**config.mk**
```make
export PLATFORM = sky130hd
export DESIGN_NAME = seg_scan_ctrl
export DESIGN_NICKNAME = d
export VERILOG_FILES = /design/src/rtl/seg_scan_ctrl.sv
export SDC_FILE = /design/constraint.sdc
export NUM_CORES = 1
export LEC_CHECK = 0
export ABC_AREA = 1
export BUFFER_PORTS_ARGS = -buffer_cell sky130_fd_sc_hd__buf_2
export CAP_MARGIN = 20
export CELL_PAD_IN_SITES_DETAIL_PLACEMENT = 1
export CELL_PAD_IN_SITES_GLOBAL_PLACEMENT = 1
export CORE_UTILIZATION = 40
export DETAILED_ROUTE_END_ITERATION = 7
export GPL_ROUTABILITY_DRIVEN = 0
export PLACE_DENSITY = 0.71
export SLEW_MARGIN = 20
export SYNTH_ARGS = -nofsm -noshare
export SYNTH_HDL_FRONTEND = slang
export SYNTH_SLANG_ARGS = --single-unit
```
**constraint.sdc**
```tcl
create_clock -name clk -period 3.1 [get_ports clk]
set_input_delay 0.31 -clock clk [delete_from_list [all_inputs] [get_ports clk]]
set_output_delay 0.31 -clock clk [all_outputs]
set_load 0.005 [all_outputs]
```
**src/rtl/seg_scan_ctrl.sv**
```systemverilog
// seg_scan_ctrl
// Time-multiplexed scan controller for a bank of common-anode seven-segment
// digits. One external BCD-to-segment decoder is shared across all digit
// positions. Each position gets one refresh slot of DIV_CYCLES clocks, and
// the first BLANK_CYCLES clocks of every slot keep all anodes dark.
// New display values are staged and committed only at a frame boundary, or
// straight away while scanning is disabled, so a frame never mixes old and
// new digits.
//
// Ports:
//   clk        system clock
//   rst_n      asynchronous active-low reset
//   en         scan enable; while low, the slot timer holds and the anodes are dark
//   lz_en      leading-zero suppression enable
//   ld_valid   producer offers ld_data
//   ld_ready   controller can accept a value (~pend)
//   ld_data    packed BCD, digit i on [4i+3:4i], digit 0 least significant
//   bcd_out    BCD code of the digit currently selected (to the decoder)
//   an         active-low one-hot anode select
//   frame_done one-cycle pulse after staged data is committed
//
// Load handshake: a transfer happens on every rising edge where
// ld_valid & ld_ready are both 1. ld_data only needs to be stable in that
// cycle. ld_ready stays low until the staged value is committed.
// The producer may hold ld_valid high while ld_ready is low.
module seg_scan_ctrl #(
    parameter int NUM_DIGITS   = 8,
    parameter int DIV_CYCLES   = 1000,
    parameter int BLANK_CYCLES = 16
) (
    input  logic                    clk,
    input  logic                    rst_n,
    input  logic                    en,
    input  logic                    lz_en,
    input  logic                    ld_valid,
    output logic                    ld_ready,
    input  logic [4*NUM_DIGITS-1:0] ld_data,
    output logic [3:0]              bcd_out,
    output logic [NUM_DIGITS-1:0]   an,
    output logic                    frame_done
);

    localparam int CW = (DIV_CYCLES > 1) ? $clog2(DIV_CYCLES) : 1;
    localparam int IW = (NUM_DIGITS > 1) ? $clog2(NUM_DIGITS) : 1;
    localparam int DW = 4 * NUM_DIGITS;

    localparam logic [CW-1:0] CNT_LAST  = CW'(DIV_CYCLES - 1);
    localparam logic [CW-1:0] CNT_BLANK = CW'(BLANK_CYCLES);
    localparam logic [IW-1:0] IDX_LAST  = IW'(NUM_DIGITS - 1);

    logic [CW-1:0]         cnt, cnt_nx;
    logic [IW-1:0]         idx, idx_nx;
    logic [DW-1:0]         disp, disp_nx;
    logic [DW-1:0]         staging, staging_nx;
    logic                  pend, pend_nx;
    logic [NUM_DIGITS-1:0] an_nx;
    logic [3:0]            bcd_nx;

    logic                  accept;
    logic                  slot_end;
    logic                  frame_end;
    logic                  commit;
    logic                  zero_run;   // this digit and all higher digits are 0
    logic                  sel_zero;
    logic                  show;

    assign ld_ready = ~pend;

    always_comb begin
        accept    = ld_valid & ~pend;
        slot_end  = en && (cnt == CNT_LAST);
        frame_end = slot_end && (idx == IDX_LAST);
        // A dark display cannot show a torn frame, so commit at once when disabled.
        commit    = pend && (frame_end || !en);

        cnt_nx = cnt;
        idx_nx = idx;
        if (slot_end) begin
            cnt_nx = '0;
            idx_nx = (idx == IDX_LAST) ? '0 : idx + 1'b1;
        end else if (en) begin
            cnt_nx = cnt + 1'b1;
        end

        staging_nx = accept ? ld_data : staging;
        disp_nx    = commit ? staging : disp;
        pend_nx    = pend;
        if (commit) begin
            pend_nx = 1'b0;
        end else if (accept) begin
            pend_nx = 1'b1;
        end

        // Walk from the most significant digit down so zero_run is valid
        // for the digit being selected.
        bcd_nx   = '0;
        sel_zero = 1'b0;
        zero_run = 1'b1;
        for (int i = NUM_DIGITS - 1; i >= 0; i--) begin
            zero_run = zero_run & (disp_nx[4*i +: 4] == 4'd0);
            if (idx_nx == IW'(i)) begin
                bcd_nx   = disp_nx[4*i +: 4];
                sel_zero = zero_run;
            end
        end

        // Outputs are computed from next state so they move with cnt/idx.
        show = en && (cnt_nx >= CNT_BLANK) && (bcd_nx <= 4'd9)
               && !(lz_en && (idx_nx != '0) && sel_zero);
        an_nx = '1;
        for (int i = 0; i < NUM_DIGITS; i++) begin
            if (show && (idx_nx == IW'(i))) begin
                an_nx[i] = 1'b0;
            end
        end
    end

    always_ff @(posedge clk or negedge rst_n) begin
        if (!rst_n) begin
            cnt        <= '0;
            idx        <= '0;
            disp       <= '0;
            staging    <= '0;
            pend       <= 1'b0;
            an         <= '1;
            bcd_out    <= '0;
            frame_done <= 1'b0;
        end else begin
            cnt        <= cnt_nx;
            idx        <= idx_nx;
            disp       <= disp_nx;
            staging    <= staging_nx;
            pend       <= pend_nx;
            an         <= an_nx;
            bcd_out    <= bcd_nx;
            frame_done <= commit;
        end
    end

endmodule

```
==> results of run 1 <==
==> synth_stat cells (4+ instances only) <==
cell type / count
a21oi_1: 9
dfstp_2: 8
or2_2: 6
nor3_1: 4
o21ai_0: 13
nand3_1: 34
o21ai_2: 4
buf_2: 4
o21ai_1: 6
dfrtp_1: 83
nor2_1: 38
nand3b_1: 10
nand2_2: 4
inv_1: 71
nand4_1: 10
mux2_2: 31
clkbuf_1: 5
nand2_1: 136
==> cell families after synthesis <==
| family | share of synthesized area [%] |
|---|---|
| compound gates | 5.29 |
| fa+ha+maj | 0.858 |
| buf+inv | 8.27 |
| xor+xnor | 0.401 |
| simple gates | 24.9 |
| flops | 52.3 |
| mux | 7.98 |
==> metal layers <==
| layer | up-vias | GRT usage (%) | wire length, µm |
|---|---|---|---|
| met5 | - | 0 | 0 |
| met4 | 0 | 7.34 | 146 |
| met3 | 10 | 2.76 | 279 |
| met2 | 44 | 33.8 | 5080 |
| met1 | 1682 | 25.7 | 4790 |
| li1 | 1687 | - | - |
==> cell type report <==
cell class / count / area [µm²]
clock buffer: 11 / 141
clock inverter: 5 / 85.1
fill: 1257 / 5450
inverter: 75 / 282
multi-input combinational: 320 / 1730
sequential: 91 / 2290
tap: 136 / 170
timing repair buffer: 58 / 315
==> power groups by stage <==
stage / combinational [mW] / clock, mW / sequential, mW
floorplan: 0.634 / 0 / 1.61
global placement: 0.821 / 0 / 1.64
detailed placement: 0.864 / 0 / 1.66
CTS: 0.875 / 0.942 / 1.64
global route: 0.994 / 0.986 / 1.66
finish: 0.858 / 0.917 / 1.63
==> sequential cells by signal, summed over array words and instances (netlist names) <==
| register | flops |
|---|---|
| staging | 32 |
| an | 8 |
| cnt | 10 |
| frame_done | 1 |
| idx | 3 |
| disp | 32 |
| bcd_out | 4 |
| pend | 1 |
==> stage by stage <==
step | hold slack [ns] | cells | setup TNS (ns) | worst slack, ns | area (µm²)
final | 0.170 | 696 | 0 | 0.306 | 5010
after global routing | 0.158 | 696 | -0.0672 | -0.0184 | 5010
after CTS | 0.157 | 696 | 0 | 0.279 | 5000
after detailed placement | 0.300 | 679 | 0 | 0.305 | 4770
after global placement | 0.298 | 679 | 0 | 0.423 | 4770
after floorplan | 0.0144 | 499 | 0 | 0.877 | 4370
==> worst max-delay path, cell delays in order (launching register included) <==
cell,delay [ns]
dfrtp_1,0.40
ha_1,0.20
ha_1,0.20
nand4_1,0.11
nand2_2,0.08
nand2_4,0.32
inv_1,0.25
or2_2,0.32
o21ai_0,0.12
nor2_1,0.07
nor2_1,0.15
nand2_1,0.10
a21oi_4,0.24
nand3_1,0.12
==> repair_timing <==
action,CTS,global route
gates resized for setup,0,2
hold buffers,1,0
hold endpoints to repair,33,0
setup endpoints to repair,0,8
==> final timing paths <==
path	cells after the start	from	endpoint	slack (ns)
setup / recovery	13	idx[0]	an[3]	0.31
hold / removal	2	ld_data[4]	staging[4]	0.17
setup reg to reg	13	idx[0]	an[3]	0.31
hold reg to reg	1	staging[23]	staging[23]	0.51
max in group asynchronous	3	rst_n	an[2]	1.90
min in group asynchronous	2	rst_n	staging[29]	0.44
==> flow_summary.json, run 1 <==
{
  "status": "completed",
  "relSlewSlack_pct": 67.8,
  "wl_per_cell_um": 14.8,
  "die_w_um": 107,
  "cts_setup_buffers": 0,
  "cts_tree": "built",
  "grt_overflow": 0,
  "grt_pass1_wl_um": 17400,
  "fin_crit_sh_pct": 90.1,
  "cts_sinks": 91,
  "end_kind": "flop",
  "design_power_total_mw": 3.41,
  "grt_start_max_net_pins": 38,
  "switching_power_mw": 1.11,
  "viasPerCell": 4.92,
  "die_area_um2": 11400,
  "rows": 37,
  "dp_hpwl_um": 7740,
  "detail-route-antenna-nets": 0,
  "clockBufferDepth": 2,
  "p_leak_nw": 2.53,
  "layout_commonest_cell": "nand2_1",
  "coreArea_um2": 10500,
  "syn_area_per_cell_um2": 8.76,
  "io_pins": 51,
  "finalCriticalPeriod_ns": 2.79,
  "drv_slew": 0,
  "h-tree-depth": 3,
  "intPower_mw": 2.30,
  "root_buffer": "clkbuf_8",
  "max-cap-violations": 0,
  "crit_type": "flop to flop",
  "synth_area_um2": 4370,
  "nets": 595,
  "p_clk_share_pct": 26.9,
  "ys_types": 33,
  "p_seq_share_pct": 47.9,
  "ir_drop_v": 0.000270,
  "drc": 0,
  "wl_um": 10300,
  "synthCells": 499,
  "netSwitchingFraction_pct": 32.5,
  "setup_violations": 0,
  "async_flop_share_pct": 100,
  "yosysTopAreaCell": "dfrtp_1",
  "critPathArrivalTime_ns": 3.07,
  "vias": 3423,
  "timing.fmax_mhz": 358,
  "required_ns": 3.37,
  "clk_pin_slew_ns": 0.09,
  "hold_path_class": "primary input to flop",
  "die_h_um": 107,
  "path_max_fanout": 37,
  "yosysSeqAreaShare_pct": 52.3,
  "grt_pass1_vias": 3628,
  "powerDensity_nw_per_um2": 679,
  "synth-edff-count": 0,
  "gr-usage-all-layers_pct": 19.9,
  "antenna_cells": 0,
  "yosysWarnings": 0,
  "fin_util_pct": 47.9,
  "final_hold_viol_count": 0,
  "drt-initial-drc-count": 76,
  "antenna_found_initial": 0,
  "finClkSkew_ns": 0.00787,
  "syn2layout_area_growth_pct": 14.7,
  "combPwrFrac_pct": 25.2,
  "clock_latency_ns": 0.36,
  "syn_nets": 539,
  "layout-drive-gt1-share_pct": 24.3,
  "synth_area_leaders": "dfrtp_1 47%, nand2_1 12%, mux2_2 8.0%, inv_1 6.1%, dfstp_2 4.8%",
  "ys.flop_type": "dfrtp_1",
  "initial_core_util_pct": 41.8,
  "worstMarginPinSlew_ns": 0.481,
  "yosysTopAreaCellShare_pct": 47.5,
  "cts_inserted_buffers": 9,
  "ys_ff_latch": 91,
  "firstDrtPassIters": 4,
  "mostFrequentLayoutCells": "136 x nand2_1, 83 x dfrtp_1, 71 x inv_1, 49 x buf_2, 37 x nor2_1",
  "crit_path_start_kind": "flop",
  "port_buffers": 50
}
(Power assumes the default switching activity.)
==> inputs of run 2 (changes only) <==
--- a/config.mk
+++ b/config.mk
@@ -13,7 +13,7 @@
 export CORE_UTILIZATION = 40
 export DETAILED_ROUTE_END_ITERATION = 7
 export GPL_ROUTABILITY_DRIVEN = 0
-export PLACE_DENSITY = 0.71
+export PLACE_DENSITY = 0.74
 export SLEW_MARGIN = 20
 export SYNTH_ARGS = -nofsm -noshare
 export SYNTH_HDL_FRONTEND = slang
==> constraint.sdc (replaced) <==
create_clock -name clk -period 2.5 [get_ports clk]
set_input_delay 0.25 -clock clk [delete_from_list [all_inputs] [get_ports clk]]
set_output_delay 0.25 -clock clk [all_outputs]
set_load 0.005 [all_outputs]
==> run 2 against run 1 <==
Effect of this change:
- flip-flop and latch count did not move
- clock skew rose by 0.0052 ns
- non-clock buffer count rose by 46
- final area rose by 17%
- the flow now finishes with violations (setup timing)
- critical path depth rose by 5
- count of clock-buffer cells in the layout did not move
- clock power rose by 29%
==> flow_summary.json, run 2 (same netlist as run 1, synthesis figures left out) <==
{
  "finClkSkew_ns": 0.0131,
  "p_leak_nw": 2.91,
  "die_w_um": 107,
  "clockBufferDepth": 2,
  "cts_tree": "built",
  "grt_busiest_layer": "met2",
  "critPathSlowestCell": "dfrtp_1",
  "min_path_cells": 2,
  "detail-route-antenna-nets": 0,
  "crit_top_cell": "nand2_2",
  "grt_start_max_net_pins": 54,
  "fin_crit_sh_pct": 109,
  "hold_path_class": "primary input to flop",
  "coreArea_um2": 10500,
  "end_kind": "flop",
  "cp_num_buf_inv": 1,
  "drc": 0,
  "drv_slew": 0,
  "port_buffers": 50,
  "grt_pass1_vias": 4045,
  "postPlaceCellArea_um2": 4990,
  "mostFrequentLayoutCells": "100 x nand2_1, 83 x dfrtp_1, 70 x inv_1, 49 x buf_2, 42 x buf_4",
  "syn2layout_area_growth_pct": 34.0,
  "max-cap-violations": 0,
  "cts_sinks": 91,
  "whs_ns": 0.0981,
  "crit_path_max_incr_delay_ns": 0.38,
  "viasPerCell": 5.14,
  "cp.depth": 18,
  "required_ns": 2.82,
  "crit_type": "flop to flop",
  "dp_hpwl_um": 8440,
  "wl_um": 13300,
  "failed_checks": "setup timing",
  "powerDensity_nw_per_um2": 816,
  "path_max_fanout": 8,
  "grt_overflow": 0,
  "die_area_um2": 11400,
  "reg_top3": "disp x32, staging x32, cnt x10",
  "io_pins": 51,
  "use_met1_pct": 27.1,
  "root_buffer": "clkbuf_8",
  "clock_latency_ns": 0.38,
  "rows": 37,
  "ff2ff_path_depth": 18,
  "grt_pass1_wl_um": 19300,
  "critPathArrivalTime_ns": 3.05,
  "cts_inserted_buffers": 9,
  "crit_chain": "ha_2, nand2_2, nor2_4, nand4_1, nand2_4, nand2_8, buf_4, nand2_1, nand2_2, nor2_1, nand2_1, nor2_4, nand4_1, nor2_1, a21oi_2, nand2_2, nand2_4, nand3_2",
  "met2_usage_pct": 39.1,
  "relSlewSlack_pct": 64.2,
  "layout-drive-gt1-share_pct": 42.6,
  "clk_pin_slew_ns": 0.10,
  "initial_core_util_pct": 41.8,
  "vias": 3813,
  "nets": 641,
  "antenna_found_initial": 0,
  "drt-initial-drc-count": 169,
  "crit_path_start_kind": "flop",
  "finalCriticalPeriod_ns": 2.73,
  "antenna_cells": 0,
  "wl_per_cell_um": 17.9,
  "gr-usage-all-layers_pct": 22.4,
  "layout_commonest_cell": "nand2_1",
  "worstMarginPinSlew_ns": 0.537,
  "post-place-ws_ns": -0.265,
  "cp_top_family": "simple AND/OR/NAND/NOR gates",
  "ir_drop_v": 0.000350,
  "die_h_um": 107,
  "rsz0062_at_grt": "yes",
  "use_met3_pct": 4.05,
  "firstDrtPassIters": 5,
  "timing.fmax_mhz": 366,
  "final_cell_area_um2": 5860,
  "layout_setup_ws_ns": -0.232,
  "final_hold_viol_count": 0,
  "h-tree-depth": 3,
  "setup_violations": 10,
  "status": "finished with violations"
}
[run 2: changes by cell type in the layout (fill, tap and decap cells not counted), sizes merged]
cell and change:
clkbuf +1, inv -1, clkinv +1, buf +45
[run 2: metal layers]
layer	wire length [µm]	up-vias
li1	-	1776
met1	5420	1925
met2	7070	80
met3	404	32
met4	352	0
met5	0	-
[run 2: where the power goes]
part | total [mW] | internal (mW) | leakage [nW] | switching (mW)
Clock | 1.18 | 0.621 | 0.116 | 0.558
Combinational | 1.55 | 0.673 | 1.73 | 0.876
Sequential | 2.05 | 1.84 | 1.06 | 0.214
Total | 4.78 | 3.13 | 2.91 | 1.65
[run 2: final cells by class]
class / count / area, µm²
Fill cell: 1231 / 4600
Sequential cell: 91 / 2290
Multi-Input combinational cell: 320 / 2100
Timing Repair Buffer: 104 / 776
Inverter: 75 / 289
Tap cell: 136 / 170
Clock buffer: 11 / 151
Clock inverter: 5 / 85.1
[run 2: worst paths after layout]
check                      startpoint    endpoint  slack, ns
setup / recovery               cnt[0]       an[3]      -0.23
hold / removal             ld_data[8]  staging[8]        0.1
setup reg to reg               cnt[0]       an[3]      -0.23
hold reg to reg            staging[3]  staging[3]       0.51
max in group asynchronous       rst_n       an[3]       1.38
min in group asynchronous       rst_n    disp[29]       0.39
[run 2: metrics by stage]
stage | power, mW | utilization (%) | std cells | TNS (ns)
finish | 4.78 | 56.0 | 742 | -1.94
global route | 5.05 | 56.0 | 742 | -3.57
CTS | 4.50 | 51.7 | 729 | -1.26
detailed placement | 3.25 | 47.7 | 702 | -2.04
global placement | 3.15 | 47.7 | 702 | -1.25
floorplan | 2.78 | - | 499 | 0
[run 2: what timing repair did]
item | in CTS | in global routing
endpoints found under the hold margin | 38 | 0
setup buffers | 10 | 12
gates resized for setup | 29 | 85
pin swaps | 22 | 26
setup endpoints to repair | 10 | 12
hold buffers | 1 | 0
gates cloned | 0 | 1
==> inputs of run 3 (changes only) <==
==> constraint.sdc (replaced) <==
create_clock -name clk -period 2.5 [get_ports clk]
set_input_delay 0.125 -clock clk [delete_from_list [all_inputs] [get_ports clk]]
set_output_delay 0.125 -clock clk [all_outputs]
set_load 0.005 [all_outputs]
==> run 3 against run 2 <==
Effect of this change:
- the run still ends with setup timing left
- count of clock-buffer cells in the layout down 1
- die area did not move
- critical path type unchanged
- hold slack worse by 0.077 ns
- sequential power hardly changed
- routed wire length is 6.9% higher
- highest routed layer unchanged
- clock skew rose by 0.00088 ns
- maximum frequency about the same
- core utilization grew 3.2 points
- critical endpoint unchanged
- first-iteration DRC count down 5.3%
==> flow_summary.json, run 3 (same netlist as run 1, synthesis figures left out) <==
{
  "drt-initial-drc-count": 160,
  "p_leak_nw": 3.04,
  "fillers": 1198,
  "antenna_cells": 0,
  "timing.fmax_mhz": 366,
  "clockBufferDepth": 2,
  "viasPerCell": 4.99,
  "grt_overflow": 0,
  "final_cell_area_um2": 6200,
  "grt_start_max_net_pins": 58,
  "path_max_fanout": 8,
  "cts_sinks": 91,
  "grt_pass1_vias": 4185,
  "dp.cells": 700,
  "finalCriticalPeriod_ns": 2.73,
  "rsz0062_at_grt": "yes",
  "antenna_found_initial": 0,
  "cp_top_family": "simple AND/OR/NAND/NOR gates",
  "crit_chain": "ha_2, ha_2, nand4_1, nand2_2, nand2_4, buf_6, buf_4, nand2_1, nand2_1, nand2_1, nor2_1, nand3_2, nor2_4, nand4_1, nand2_1, inv_1, nand2_1, nand2_4, nand3_1",
  "worstMarginPinSlew_ns": 0.504,
  "layout_commonest_cell": "nand2_1",
  "gr-usage-all-layers_pct": 22.8,
  "initial_core_util_pct": 41.8,
  "layout_setup_ws_ns": -0.231,
  "cp_num_buf_inv": 3,
  "required_ns": 2.81,
  "postPlaceCellArea_um2": 4980,
  "hold_path_class": "primary input to flop",
  "final_hold_viol_count": 0,
  "finClkSkew_ns": 0.0140,
  "die_area_um2": 11400,
  "drc": 0,
  "coreArea_um2": 10500,
  "whs_ns": 0.0208,
  "failed_checks": "setup timing",
  "rows": 37,
  "die_h_um": 107,
  "rrSetupSlack_ns": -0.23,
  "powerDensity_nw_per_um2": 758,
  "relSlewSlack_pct": 66.3,
  "io_pins": 51,
  "reg_top3": "disp x32, staging x32, cnt x10",
  "layout-drive-gt1-share_pct": 41.1,
  "setup_violations": 10,
  "critPathSlowestCell": "dfrtp_1",
  "crit_top_cell": "nand2_1",
  "status": "finished with violations",
  "crit_path_max_incr_delay_ns": 0.41,
  "nets": 685,
  "end_kind": "flop",
  "mostFrequentLayoutCells": "107 x nand2_1, 83 x dfrtp_1, 68 x inv_1, 49 x buf_2, 49 x buf_4",
  "crit_path_start_kind": "flop",
  "vias": 3919,
  "root_buffer": "clkbuf_8",
  "die_w_um": 107,
  "wl_um": 14200,
  "ir_drop_v": 0.000399,
  "syn2layout_area_growth_pct": 41.7,
  "detail-route-antenna-nets": 0,
  "dp_hpwl_um": 8330,
  "firstDrtPassIters": 4,
  "wl_per_cell_um": 18.0,
  "max-cap-violations": 0,
  "clock_latency_ns": 0.38,
  "port_buffers": 50,
  "cts_inserted_buffers": 9,
  "drv_slew": 0,
  "fin_crit_sh_pct": 109,
  "h-tree-depth": 3,
  "critPathArrivalTime_ns": 3.04,
  "crit_type": "flop to flop",
  "clk_pin_slew_ns": 0.10,
  "grt_pass1_wl_um": 20000,
  "cts_tree": "built",
  "instances_no_fill": 786
}
run 3: metrics by stage:
| step | setup slack [ns] | utilization, % | TNS, ns | power, mW |
|---|---|---|---|---|
| 3_3_place_gp | -0.125 | 47.6 | -0.948 | 3.14 |
| 6_report | -0.231 | 59.2 | -1.92 | 4.70 |
| 3_5_place_dp | -0.294 | 47.6 | -2.21 | 3.23 |
| 4_1_cts | -0.210 | 54.6 | -1.63 | 4.42 |
| 2_1_floorplan | 0.277 | - | 0 | 2.78 |
| 5_1_grt | -0.390 | 59.2 | -3.55 | 4.97 |
run 3: power breakdown:
group	total [mW]	switching [mW]	internal (mW)
Combinational	1.58	0.863	0.716
Sequential	2.06	0.215	1.84
Clock	1.06	0.575	0.488
run 3: tightest hold or removal path, delay by kind of cell:
family | cells | cell delay [ns]
AOI/OAI and AO/OA | 1 | 0.11
and+or+nand+nor | 1 | 0.04
buffers and inverters | 1 | 0.08
run 3: area by class of cell:
type                            instances  area, µm²  area share (%)
Clock inverter                          6       65.1            1.05
Multi-Input combinational cell        320       2020            32.6
Inverter                               75        288            4.64
Clock buffer                           10        138            2.22
Timing Repair Buffer                  148       1230            19.8
Tap cell                              136        170            2.75
Sequential cell                        91       2290            36.9
run 3: worst paths after layout:
kind,startpoint,cells past startpoint,end
min,ld_data[20],3,staging[20]
max in group asynchronous,rst_n,3,an[2]
min in group asynchronous,rst_n,2,staging[19]
min reg2reg,staging[0],1,staging[0]
max,idx[0],19,an[3]
max reg2reg,idx[0],19,an[3]
run 3: what timing repair did:
action,in CTS,in global routing
hold endpoints to repair,64,1
pin swaps,17,26
gates resized for setup,25,76
hold buffers,31,1
buffers inserted,17,19
cloned,0,3
setup endpoints to repair,10,12
run 3: metal layers:
layer | GRT usage (%) | share of wire, % | vias to the layer above
met5 | 0 | 0 | -
met4 | 7.44 | 1.5 | 0
met3 | 3.86 | 2.1 | 18
met2 | 40.3 | 52 | 56
met1 | 28.3 | 44 | 1986
li1 | - | - | 1859
